[src/rtl/replay_buffer_pkg.sv]
// Shared types and helpers for the DLL replay buffer.
// Optional feature macro used by the top: REPLAY_NUM_EN (replay counter + retrain output).
package replay_buffer_pkg;

   typedef enum logic [1:0] {
      IDLE   = 2'd0,
      PURGE  = 2'd1,
      REPLAY = 2'd2
   } state_e;

   localparam logic [1:0] NONE_CODE = 2'b00;
   localparam logic [1:0] ACK_CODE  = 2'b01;
   localparam logic [1:0] NAK_CODE  = 2'b10;

   // True when a is at or before b in modulo-2^seq_w sequence space,
   // i.e. (b - a) mod 2^seq_w falls in the lower half of the number space.
   function automatic logic seq_le(input logic [31:0] a, input logic [31:0] b, input int seq_w);
      logic [31:0] mask;
      logic [31:0] diff;
      mask = (32'd1 << seq_w) - 32'd1;
      diff = (b - a) & mask;
      return (diff < (32'd1 << (seq_w - 1)));
   endfunction

endpackage

[src/rtl/replay_buffer_param_store.sv]
// Entry storage for the replay buffer: DEPTH x W register array,
// one synchronous write port and one asynchronous read port.
module replay_store
   import replay_buffer_pkg::*;
#(
   parameter int DEPTH = 8,
   parameter int W     = 140
) (
   input  logic                     clk,
   input  logic                     we,
   input  logic [$clog2(DEPTH)-1:0] waddr,
   input  logic [W-1:0]             wdata,
   input  logic [$clog2(DEPTH)-1:0] raddr,
   output logic [W-1:0]             rdata
);

   logic [W-1:0] mem_q [DEPTH];

   // Write port: store one {seq, tlp} entry per accepted write.
   // NOTE: the array has no reset; validity is tracked solely by the pointers in
   // the top, so clearing every slot would only add reset fan-out for no benefit.
   // NOTE: clocked state always uses non-blocking assignments so every flop
   // samples pre-edge values regardless of block evaluation order.
   always_ff @(posedge clk) begin
      if (we) begin
         mem_q[waddr] <= wdata;
      end
   end

   assign rdata = mem_q[raddr];

endmodule

[src/rtl/replay_buffer_param.sv]
// DLL replay buffer: stores TLPs until ACKed, purges on ACK/NAK and replays
// all unacknowledged TLPs (oldest first) as DOUT_W beats on NAK or timeout.
// Optional feature macro: REPLAY_NUM_EN adds a 2-bit replay counter and the
// retrain output pulse on the fourth consecutive replay without progress.
module replay_buffer_param
   import replay_buffer_pkg::*;
#(
   parameter int DIN_W  = 128,
   parameter int DOUT_W = 16,
   parameter int DEPTH  = 8,
   parameter int SEQ_W  = 12
) (
   input  logic              clk,
   input  logic              reset_n,
   input  logic              we,
   input  logic [DIN_W-1:0]  din,
   input  logic [SEQ_W-1:0]  seq,
   input  logic [1:0]        ack_nack,
   input  logic [SEQ_W-1:0]  ack_seq,
   input  logic              tim_out,
   input  logic              busy_n,
   output logic              ready,
   output logic [DOUT_W-1:0] dout,
   output logic              dout_vld,
   output logic              dout_sop,
   output logic              dout_eop,
`ifdef REPLAY_NUM_EN
   output logic              retrain,
`endif
   output logic              empty
);

   localparam int NB = DIN_W / DOUT_W;
   localparam int AW = $clog2(DEPTH);
   localparam int BW = (NB > 1) ? $clog2(NB) : 1;
   localparam int EW = SEQ_W + DIN_W;

   typedef logic [AW:0] ptr_t;

   localparam ptr_t          PTR_ONE   = ptr_t'(1);
   localparam logic [BW-1:0] BEAT_ONE  = BW'(1);
   localparam logic [BW-1:0] LAST_BEAT = BW'(NB - 1);

   state_e                state_q, state_d;
   ptr_t                  wr_ptr_q, wr_ptr_d;
   ptr_t                  rd_ptr_q, rd_ptr_d;
   ptr_t                  rp_q, rp_d;
   ptr_t                  rp_nxt;
   logic [BW-1:0]         beat_q, beat_d;
   logic [BW-1:0]         beat_sel;
   logic                  replay_q, replay_d;
   logic [1:0]            pend_q, pend_d;
   logic [SEQ_W-1:0]      pend_seq_q, pend_seq_d;
   logic [SEQ_W-1:0]      purge_seq_q, purge_seq_d;
   logic [DOUT_W-1:0]     dout_q, dout_d;
   logic                  vld_q, vld_d;
   logic                  sop_q, sop_d;
   logic                  eop_q, eop_d;

   logic                  full;
   logic                  empty_w;
   logic                  wr_en;
   logic                  cmd_vld;
   logic [AW-1:0]         rd_addr;
   logic [EW-1:0]         rd_entry;
   logic [SEQ_W-1:0]      head_seq;
   logic [NB-1:0][DOUT_W-1:0] rd_beats;

   assign full     = (wr_ptr_q[AW-1:0] == rd_ptr_q[AW-1:0]) && (wr_ptr_q[AW] != rd_ptr_q[AW]);
   assign empty_w  = (wr_ptr_q == rd_ptr_q);
   assign ready    = !full && (state_q == IDLE);
   assign wr_en    = we && ready;
   assign cmd_vld  = (ack_nack == ACK_CODE) || (ack_nack == NAK_CODE);
   assign rd_addr  = (state_q == REPLAY) ? rp_q[AW-1:0] : rd_ptr_q[AW-1:0];
   assign head_seq = rd_entry[EW-1 -: SEQ_W];
   assign rd_beats = rd_entry[DIN_W-1:0];
   assign beat_sel = LAST_BEAT - beat_q;
   assign rp_nxt   = rp_q + PTR_ONE;

   replay_store #(
      .DEPTH (DEPTH),
      .W     (EW)
   ) u_store (
      .clk   (clk),
      .we    (wr_en),
      .waddr (wr_ptr_q[AW-1:0]),
      .wdata ({seq, din}),
      .raddr (rd_addr),
      .rdata (rd_entry)
   );

   // Next-state logic: FSM, pointers, pending ACK/NAK and replay beat generation.
   always_comb begin
      // NOTE: every variable gets a default before any branch so no path leaves
      // a value unassigned, which would otherwise infer a latch.
      state_d     = state_q;
      wr_ptr_d    = wr_en ? (wr_ptr_q + PTR_ONE) : wr_ptr_q;
      rd_ptr_d    = rd_ptr_q;
      rp_d        = rp_q;
      beat_d      = beat_q;
      replay_d    = replay_q;
      pend_d      = pend_q;
      pend_seq_d  = pend_seq_q;
      purge_seq_d = purge_seq_q;
      dout_d      = dout_q;
      vld_d       = 1'b0;
      sop_d       = sop_q;
      eop_d       = eop_q;

      // Outside IDLE the latest ACK/NAK is parked until the FSM returns to IDLE.
      if ((state_q != IDLE) && cmd_vld) begin
         pend_d     = ack_nack;
         pend_seq_d = ack_seq;
      end

      unique case (state_q)
         IDLE: begin
            pend_d = NONE_CODE;
            if (cmd_vld) begin
               state_d     = PURGE;
               replay_d    = (ack_nack == NAK_CODE);
               purge_seq_d = ack_seq;
            end else if (pend_q != NONE_CODE) begin
               state_d     = PURGE;
               replay_d    = (pend_q == NAK_CODE);
               purge_seq_d = pend_seq_q;
            end else if (tim_out && !empty_w) begin
               state_d = REPLAY;
               rp_d    = rd_ptr_q;
               beat_d  = '0;
            end
         end

         PURGE: begin
            if (!empty_w && seq_le(32'(head_seq), 32'(purge_seq_q), SEQ_W)) begin
               rd_ptr_d = rd_ptr_q + PTR_ONE;
            end else if (replay_q && !empty_w) begin
               state_d  = REPLAY;
               replay_d = 1'b0;
               rp_d     = rd_ptr_q;
               beat_d   = '0;
            end else begin
               state_d  = IDLE;
               replay_d = 1'b0;
            end
         end

         REPLAY: begin
            if (busy_n) begin
               dout_d = rd_beats[beat_sel];
               vld_d  = 1'b1;
               sop_d  = (beat_q == '0);
               eop_d  = (beat_q == LAST_BEAT);
               if (beat_q == LAST_BEAT) begin
                  beat_d = '0;
                  rp_d   = rp_nxt;
                  if (rp_nxt == wr_ptr_q) begin
                     state_d = IDLE;
                  end
               end else begin
                  beat_d = beat_q + BEAT_ONE;
               end
            end
         end

         default: begin
            state_d = IDLE;
         end
      endcase
   end

   // State and output registers; asynchronous reset returns everything to idle/empty.
   always_ff @(posedge clk or negedge reset_n) begin
      if (!reset_n) begin
         state_q     <= IDLE;
         wr_ptr_q    <= '0;
         rd_ptr_q    <= '0;
         rp_q        <= '0;
         beat_q      <= '0;
         replay_q    <= 1'b0;
         pend_q      <= NONE_CODE;
         pend_seq_q  <= '0;
         purge_seq_q <= '0;
         dout_q      <= '0;
         vld_q       <= 1'b0;
         sop_q       <= 1'b0;
         eop_q       <= 1'b0;
      end else begin
         state_q     <= state_d;
         wr_ptr_q    <= wr_ptr_d;
         rd_ptr_q    <= rd_ptr_d;
         rp_q        <= rp_d;
         beat_q      <= beat_d;
         replay_q    <= replay_d;
         pend_q      <= pend_d;
         pend_seq_q  <= pend_seq_d;
         purge_seq_q <= purge_seq_d;
         dout_q      <= dout_d;
         vld_q       <= vld_d;
         sop_q       <= sop_d;
         eop_q       <= eop_d;
      end
   end

   assign dout     = dout_q;
   assign dout_vld = vld_q;
   assign dout_sop = sop_q;
   assign dout_eop = eop_q;
   assign empty    = empty_w;

`ifdef REPLAY_NUM_EN
   logic       go_replay;
   logic       ack_free;
   logic [1:0] rnum_q, rnum_d;
   logic       retrain_q, retrain_d;

   assign go_replay = (state_d == REPLAY) && (state_q != REPLAY);
   assign ack_free  = (state_q == PURGE) && !replay_q && (rd_ptr_d != rd_ptr_q);

   // Replay counter: counts replay starts, wraps from 3 with a retrain pulse,
   // and is cleared whenever an ACK actually retires an entry.
   always_comb begin
      rnum_d    = rnum_q;
      retrain_d = 1'b0;
      if (go_replay) begin
         retrain_d = (rnum_q == 2'd3);
         rnum_d    = rnum_q + 2'd1;
      end else if (ack_free) begin
         rnum_d = 2'd0;
      end
   end

   // Replay counter and retrain registers.
   always_ff @(posedge clk or negedge reset_n) begin
      if (!reset_n) begin
         rnum_q    <= 2'd0;
         retrain_q <= 1'b0;
      end else begin
         rnum_q    <= rnum_d;
         retrain_q <= retrain_d;
      end
   end

   assign retrain = retrain_q;
`endif

endmodule

[config.mk]
export PLATFORM = sky130hd
export DESIGN_NAME = replay_buffer_param
export DESIGN_NICKNAME = d
export VERILOG_FILES = /design/src/rtl/replay_buffer_pkg.sv /design/src/rtl/replay_buffer_param_store.sv /design/src/rtl/replay_buffer_param.sv
export SDC_FILE = /design/constraint.sdc
export NUM_CORES = 1
export LEC_CHECK = 0
export ABC_AREA = 1
export BUFFER_PORTS_ARGS = -buffer_cell sky130_fd_sc_hd__buf_2
export CAP_MARGIN = 25
export CORE_ASPECT_RATIO = 0.5
export CORE_MARGIN = 2
export CORE_UTILIZATION = 30
export DETAILED_ROUTE_END_ITERATION = 16
export SETUP_SLACK_MARGIN = 0.2
export SLEW_MARGIN = 20
export SYNTH_ARGS = -nofsm -noshare
export SYNTH_HDL_FRONTEND = slang
export SYNTH_HIERARCHICAL = 1
export SYNTH_SLANG_ARGS = --single-unit
[constraint.sdc]
create_clock -name clk -period 8.7 [get_ports clk]
set_input_delay 0.87 -clock clk [delete_from_list [all_inputs] [get_ports clk]]
set_output_delay 0.87 -clock clk [all_outputs]
set_load 0.005 [all_outputs]
### Word level (Yosys, flattened, before mapping)

Memories as Yosys holds them, arrays and structs flattened.
Cells that the tools add are included.

| cells by class | value |
|---|---|
| reduce and logical (&&, ||, !) cells | 25 |
| muxes and demuxes | 40 |
| order comparisons | 2 |
| add/subtract/negate cells | 6 |
| eq/ne operators | 20 |

Operators by type and width:

| cell | number |
|---|---|
| binary-select mux 16 bit (select 3 bit) | 1 |
| two-way mux 4 bit | 7 |
| two-way mux 12 bit | 2 |
| two-way mux 3 bit | 8 |
| two-way mux 2 bit | 10 |
| two-way mux 16 bit | 1 |
| adder 4 x 1 -> 4 bit, second input constant | 3 |
| less-than comparator 12 bit, second input constant | 1 |
| one-hot mux 4 bit (3 select lines) | 1 |
| subtractor 12 bit | 1 |
| != test 2 bit, second input constant | 5 |
| nonzero test 2 bit | 5 |
| one-hot mux 3 bit (3 select lines) | 1 |
| == test 4 bit | 2 |
| AND reduction 8 bit | 1 |
| logical AND 1 bit | 7 |
| two-way mux 1 bit | 7 |
| AND reduction 7 bit | 1 |
| == test 2 bit, second input constant | 3 |
| != test 2 x 1 -> 1 bit, second input constant | 3 |
| one-hot mux 2 bit (3 select lines) | 1 |
| AND reduction 2 bit | 3 |
| AND reduction 5 bit | 1 |
| == test 2 x 1 -> 1 bit, second input constant | 2 |
| other kinds (15) | 16 |

| word-level totals | value |
|---|---|
| memory bits (writable) | 1120 |
| bits in registers | 63 |
| memories kept | 1 |
| output and inout port bits | 21 |

Memory list:

| name | depth | bits a word | rd ports | clocked after Yosys merged registers in | write ports | RTL line | text |
|---|---|---|---|---|---|---|---|
| u_store.mem_q | 8 | 140 | 1 | 0 | 1 | replay_buffer_param_store.sv:17 | `logic [W-1:0] mem_q [DEPTH];` |

### Logic depth before layout (Yosys ltp)

An unclocked memory read counts as a cell.

| depth | value |
|---|---|
| depth after elaboration | 8 |
| depth in mapped cells | 28 |
| gate-level depth less buffers | 24 |

### By module

Netlist, hierarchy kept.

Modules (own cells, without submodules):

| module | cells each | times used | area an instance (um^2) | seq. area each (um^2) |
|---|---|---|---|---|
| replay_store | 4856 | 1 | 48569.1 | 33632.3 |
| replay_buffer_param | 589 | 1 | 4269.1 | 1576.5 |

### Least setup slack after synthesis

OpenSTA, ideal clock, no wires.

| timing | value |
|---|---|
| path kind | input to register |
| start point | in we |
| end point | mem u_store.mem_q[1][0] (enable) |
| setup slack | 0.895 ns |
| arrival | 7.162 ns |
| stages | 4 |
| cell sequence | inv_1 nor2_1 nand2_1 nor2_1 |

| on the way | value |
|---|---|
| longest elaborated chain between the ends | 3 |

Ends and longest elaborated chain:

| item | RTL line | text |
|---|---|---|
| start, declared | replay_buffer_param.sv:15 | `input logic we,` |
| logical AND 1 bit | replay_buffer_param.sv:72 | `assign wr_en = we && ready;` |
| named net wr_en | replay_buffer_param.sv:62 | `logic wr_en;` |
| two-way mux 1 bit | replay_buffer_param_store.sv:25 | `if (we) begin` |
| two-way mux 1 bit (implied by the code) | replay_buffer_param_store.sv:26 | `mem_q[waddr] <= wdata;` |
| end, declared | replay_buffer_param_store.sv:17 |  |

The timed path passes the listed nets, and every way through them passes these cells.

### Final worst setup path

| timing | value |
|---|---|
| start point | reg state_q[0] |
| end point | reg dout_q[11] (netlist: dout[11]) |

| on the way | value |
|---|---|
| longest elaborated chain between the ends | 5 |
| elaborated cells between the ends (all ways) | 6 |
| those cells by class | eq/ne (1); mux (3); reduce/logical (1); memory (1) |

Ends and longest elaborated chain:

| item | RTL line | text |
|---|---|---|
| start, declared | replay_buffer_param.sv:44 | `state_e state_q, state_d;` |
| start signal, assigned | replay_buffer_param.sv:189 | `state_q <= state_d;` |
| == test 2 bit | replay_buffer_param.sv:74 | `assign rd_addr = (state_q == REPLAY) ? rp_q[AW-1:0] : rd_ptr_q[AW-1:0];` |
| two-way mux 3 bit | replay_buffer_param.sv:74 |  |
| named net rd_addr[0] | replay_buffer_param.sv:64 | `logic [AW-1:0] rd_addr;` |
| memory (8 x 140 bit) | n/a |  |
| named net rd_entry[43] | replay_buffer_param.sv:65 | `logic [EW-1:0] rd_entry;` |
| binary-select mux 16 bit (select 3 bit) | replay_buffer_param.sv:150 | `dout_d = rd_beats[beat_sel];` |
| two-way mux 16 bit (implied by the code) | replay_buffer_param.sv:150 |  |
| end signal, assigned | replay_buffer_param.sv:198 | `dout_q <= dout_d;` |
| end, declared | replay_buffer_param.sv:55 | `logic [DOUT_W-1:0] dout_q, dout_d;` |

The timed path passes the listed nets, and every way through them passes these cells. The select of a mux whose other input is x is not followed.
A chain may end at the register's enable or synchronous reset.

==> summary.md <==
| Metric | Value |
|---|---|
| Root Buffer Master | `clkbuf_16` |
| Tightest slew margin relative to the limit | `24.4%` |
| Hold Crit Class | `input pin to async pin` |
| Vert. Die Dim | `301 um` |
| Critical setup path kind | `flip-flop to flip-flop` |
| Final HPWL DP | `76800 um` |
| Number of warnings printed during yosys synthesis | `6` |
| Top-level port count | `180` |
| Initial cell density of the core | `30.3%` |
| Number of filler cells placed in the layout | `17200` |
| Clock transition at the registers of the reported paths | `0.06 ns` |
| Most used cell along the critical path | `nand2_1` |
| XOR/XNOR Fraction of Synth Area | `0.166%` |
| Number of nets still failing antenna checks after routing | `0` |
| Worst-case clock buffer depth | `3` |
| Layout-stage area growth over the synthesis result | `13.4%` |
| Largest net degree at the start of global routing | `173` |
| Worst supply voltage drop on vdd | `0.384 mV` |
| RSZ-0062 raised after global routing | `false` |
| Min Clock Period, post-route | `4.77 ns` |
| Netlist area before placement | `52800 um2` |
| Hold-fix buffers, CTS | `0` |
| Post-route non-filler standard cell count | `7964` |
| Number of DRC markers after the initial detailed-route iteration | `2756` |
| Worst endpoint required time | `9.30 ns` |
| Floorplan Core Area | `174000 um2` |
| Met2 layer usage reported by global route | `26.6%` |
| Crit-path leading delay family | `buffers and inverters` |
| Max Transition Viols Final | `0` |
| Detailed Route WL | `141000 um` |
| Floorplan die area | `180000 um2` |
| Arithmetic-cell share of the synthesized area counting full adders, half adders and majority gates | `0.403%` |
| Endpoint kind of the worst setup timing path | `flip-flop` |
| Buffers and inverters on the worst path | `3` |
| Antenna violations before repair | `47` |
| Share of cells above drive strength 1 | `7.60%` |
| Post-cts gate resize count | `0` |
| Met1 track demand over resource | `20.3%` |
| Post-layout net count | `5717` |
| Compound-Gate Fraction of Synth Area | `1.60%` |
| Combinational family with the most area after synthesis | `simple AND/OR/NAND/NOR gates` |
| Total power density per cell area | `341 nW/um2` |
| Worst clock skew | `0.0189 ns` |
| Placement row count | `108` |
| Commonest non-fill, non-tap cells in the layout | `nand2_1, inv_1, edfxtp_1` |
| Post-Syn Area per Cell | `9.70 um2` |
| Clock tree from TritonCTS | `done` |
| Number of maximum-capacitance constraint violations | `0` |
| Post-route clock period utilization | `54.8%` |
| Number of setup buffers added after CTS | `0` |
| GRT met3 Usage | `2.11%` |
| Dominant register cell in the synthesized netlist | `edfxtp_1` |
| Critical-path cell with the highest stage delay | `inv_8` |
| Leak Pwr | `27.0 nW` |
| Accumulated negative setup slack | `0 ns` |
| Post-synthesis register bit count | `1183` |
| Number of nets in the synthesized netlist | `5621` |
| Number of synthesized flops with an enable pin | `1120` |
| # clock sinks | `1183` |
| First-pass GRT wire length | `211000 um` |
| Finish-stage setup viols | `0` |
| Async set-reset flop share out of synthesis | `5.33%` |
| FMAX | `210 MHz` |
| First-pass DRT Iterations | `5` |
| Multiplexer area fraction after synthesis | `0.234%` |
| DRC viols | `0` |
| Clk Latency, worst-skew pair | `0.73 ns` |
| Most common library cell in the layout ignoring fill and taps | `nand2_1` |
| Global routing usage summed across all routing layers | `15.5%` |
| Via density per instance | `4.45` |
| Series of cell instances along the critical path | `nor2_4, inv_2, nand2_1, nand2_4, inv_8, buf_12, nand2_1, nand3_1, nand2_1, nand2_1, nand2_1, o21ai_0, o22ai_1, o211ai_1, nand2_1` |
| Cts bufs inserted | `119` |
| Average wire per cell in the routed design | `17.7 um` |
| Run status | `completed` |
| Cell count after placement | `7729` |
| Global route total overflow | `0` |
| Weighted congestion reported at the end of routability-driven placement | `0.790` |
| Die extent in x | `598 um` |
| Arrival time of the worst setup path | `5.37 ns` |
| Final Hold Violating Endpoints | `0` |
| Critical Path Fanout Max | `172` |
| Number of distinct library cells after synthesis | `33` |
| Transition time at the pin with the least slew margin | `1.13 ns` |
| Total design power | `20.4 mW` |
| Grt peak-use layer | `met2` |
| Count of vias placed by the detailed router | `35400` |
| Number of cells produced by synthesis | `5445` |
| Category of the worst setup path launch point | `flip-flop` |
| Number of global-route vias before repair | `33000` |
| Slowest Stage Delay on Critical Path | `0.95 ns` |
| Count of H-tree levels built during CTS | `3` |
| Post-Synth Simple-Gate Area | `20.4%` |
| Share of the yosys chip area belonging to registers | `66.6%` |
| Quantity of I/O buffers inserted on ports | `179` |
| Fin util | `34.4%` |
==> metal layers <==
| layer | vias up | share of wire, % |
|---|---|---|
| met3 | 263 | 5.8 |
| li1 | 17300 | - |
| met5 | - | 0.025 |
| met2 | 1024 | 49 |
| met1 | 16900 | 43 |
| met4 | 6 | 3.0 |
==> per-stage QoR <==
| step | setup WS, ns | instance area (um2) | hold WS [ns] |
|---|---|---|---|
| 6_report | 3.93 | 59900 | 0.0844 |
| 5_1_grt | 3.59 | 59900 | 0.0597 |
| 4_1_cts | 3.97 | 59900 | 0.0364 |
| 3_5_place_dp | 3.98 | 56000 | 0.461 |
| 3_3_place_gp | 4.00 | 56000 | 0.463 |
| 2_1_floorplan | 0.895 | 52800 | 0.443 |
==> sequential cells by signal, indices dropped and copies added, names as in the netlist <==
name,cells
purge_seq_q,12
dout_vld,1
replay_q,1
rp_q,4
rd_ptr_q,4
wr_ptr_q,4
dout_eop,1
dout,16
pend_q,2
state_q,2
pend_seq_q,12
beat_q,3
u_store/mem_q,1120
dout_sop,1
==> report_power, final <==
group,switching [mW],internal (mW),leakage [nW]
Combinational,6.10,2.17,14.2
Sequential,0.209,6.91,10.9
Clock,2.14,2.91,1.86
Total,8.45,12.0,27.0
==> area by class of cell <==
type / instances / area (um2) / share of cell area, %
clock inverter: 46 / 410 / 0.685
timing repair buffer: 224 / 1390 / 2.31
tap: 2310 / 2890 / 4.82
clock buffer: 177 / 3430 / 5.72
multi-input combinational: 2840 / 12100 / 20.3
inverter: 1173 / 4420 / 7.38
antenna: 11 / 27.5 / 0.0459
sequential: 1183 / 35200 / 58.8
==> cell families after synthesis <==
group | count (synthesis)
multiplexers | 11
buffers and inverters | 1422
XOR/XNOR | 10
adder cells (fa/ha/maj) | 17
AO/OA/AOI/OAI | 140
flip-flops | 1183
AND/OR/NAND/NOR | 2662
==> Yosys cell counts, types with 3 or more instances <==
library cell     n  area [um2]
nand4_1         12        75.1
nand2_1       1968        7390
clkbuf_1        64         240
nand3_1        575        2880
a31oi_1         11        68.8
buf_2          150         751
o22ai_1         17         106
edfxtp_1      1120       33600
ha_1            17         213
o221ai_1        16         140
dfrtp_1         63        1580
buf_4           10        75.1
a21oi_1          5        25.0
xor2_1           8        70.1
nand2_2          3        18.8
nor2_1          96         360
buf_1           23        86.3
mux2_2          11         124
inv_2            7        26.3
o211ai_1        17         128
o21ai_0         71         355
nor2_2           3        18.8
inv_1         1164        4370
==> worst paths after layout <==
check,from,end,slack (ns),cells past startpoint
setup / recovery,state_q[0],dout[11],3.93,15
hold / removal,reset_n,dout_vld,0.08,1
setup reg to reg,state_q[0],dout[11],3.93,15
hold reg to reg,dout[14],dout[14],0.48,2
max in group asynchronous,reset_n,beat_q[0],7.58,2
min in group clk,ack_seq[6],pend_seq_q[6],0.40,2
Note: power is estimated with default switching activity, not from simulation.
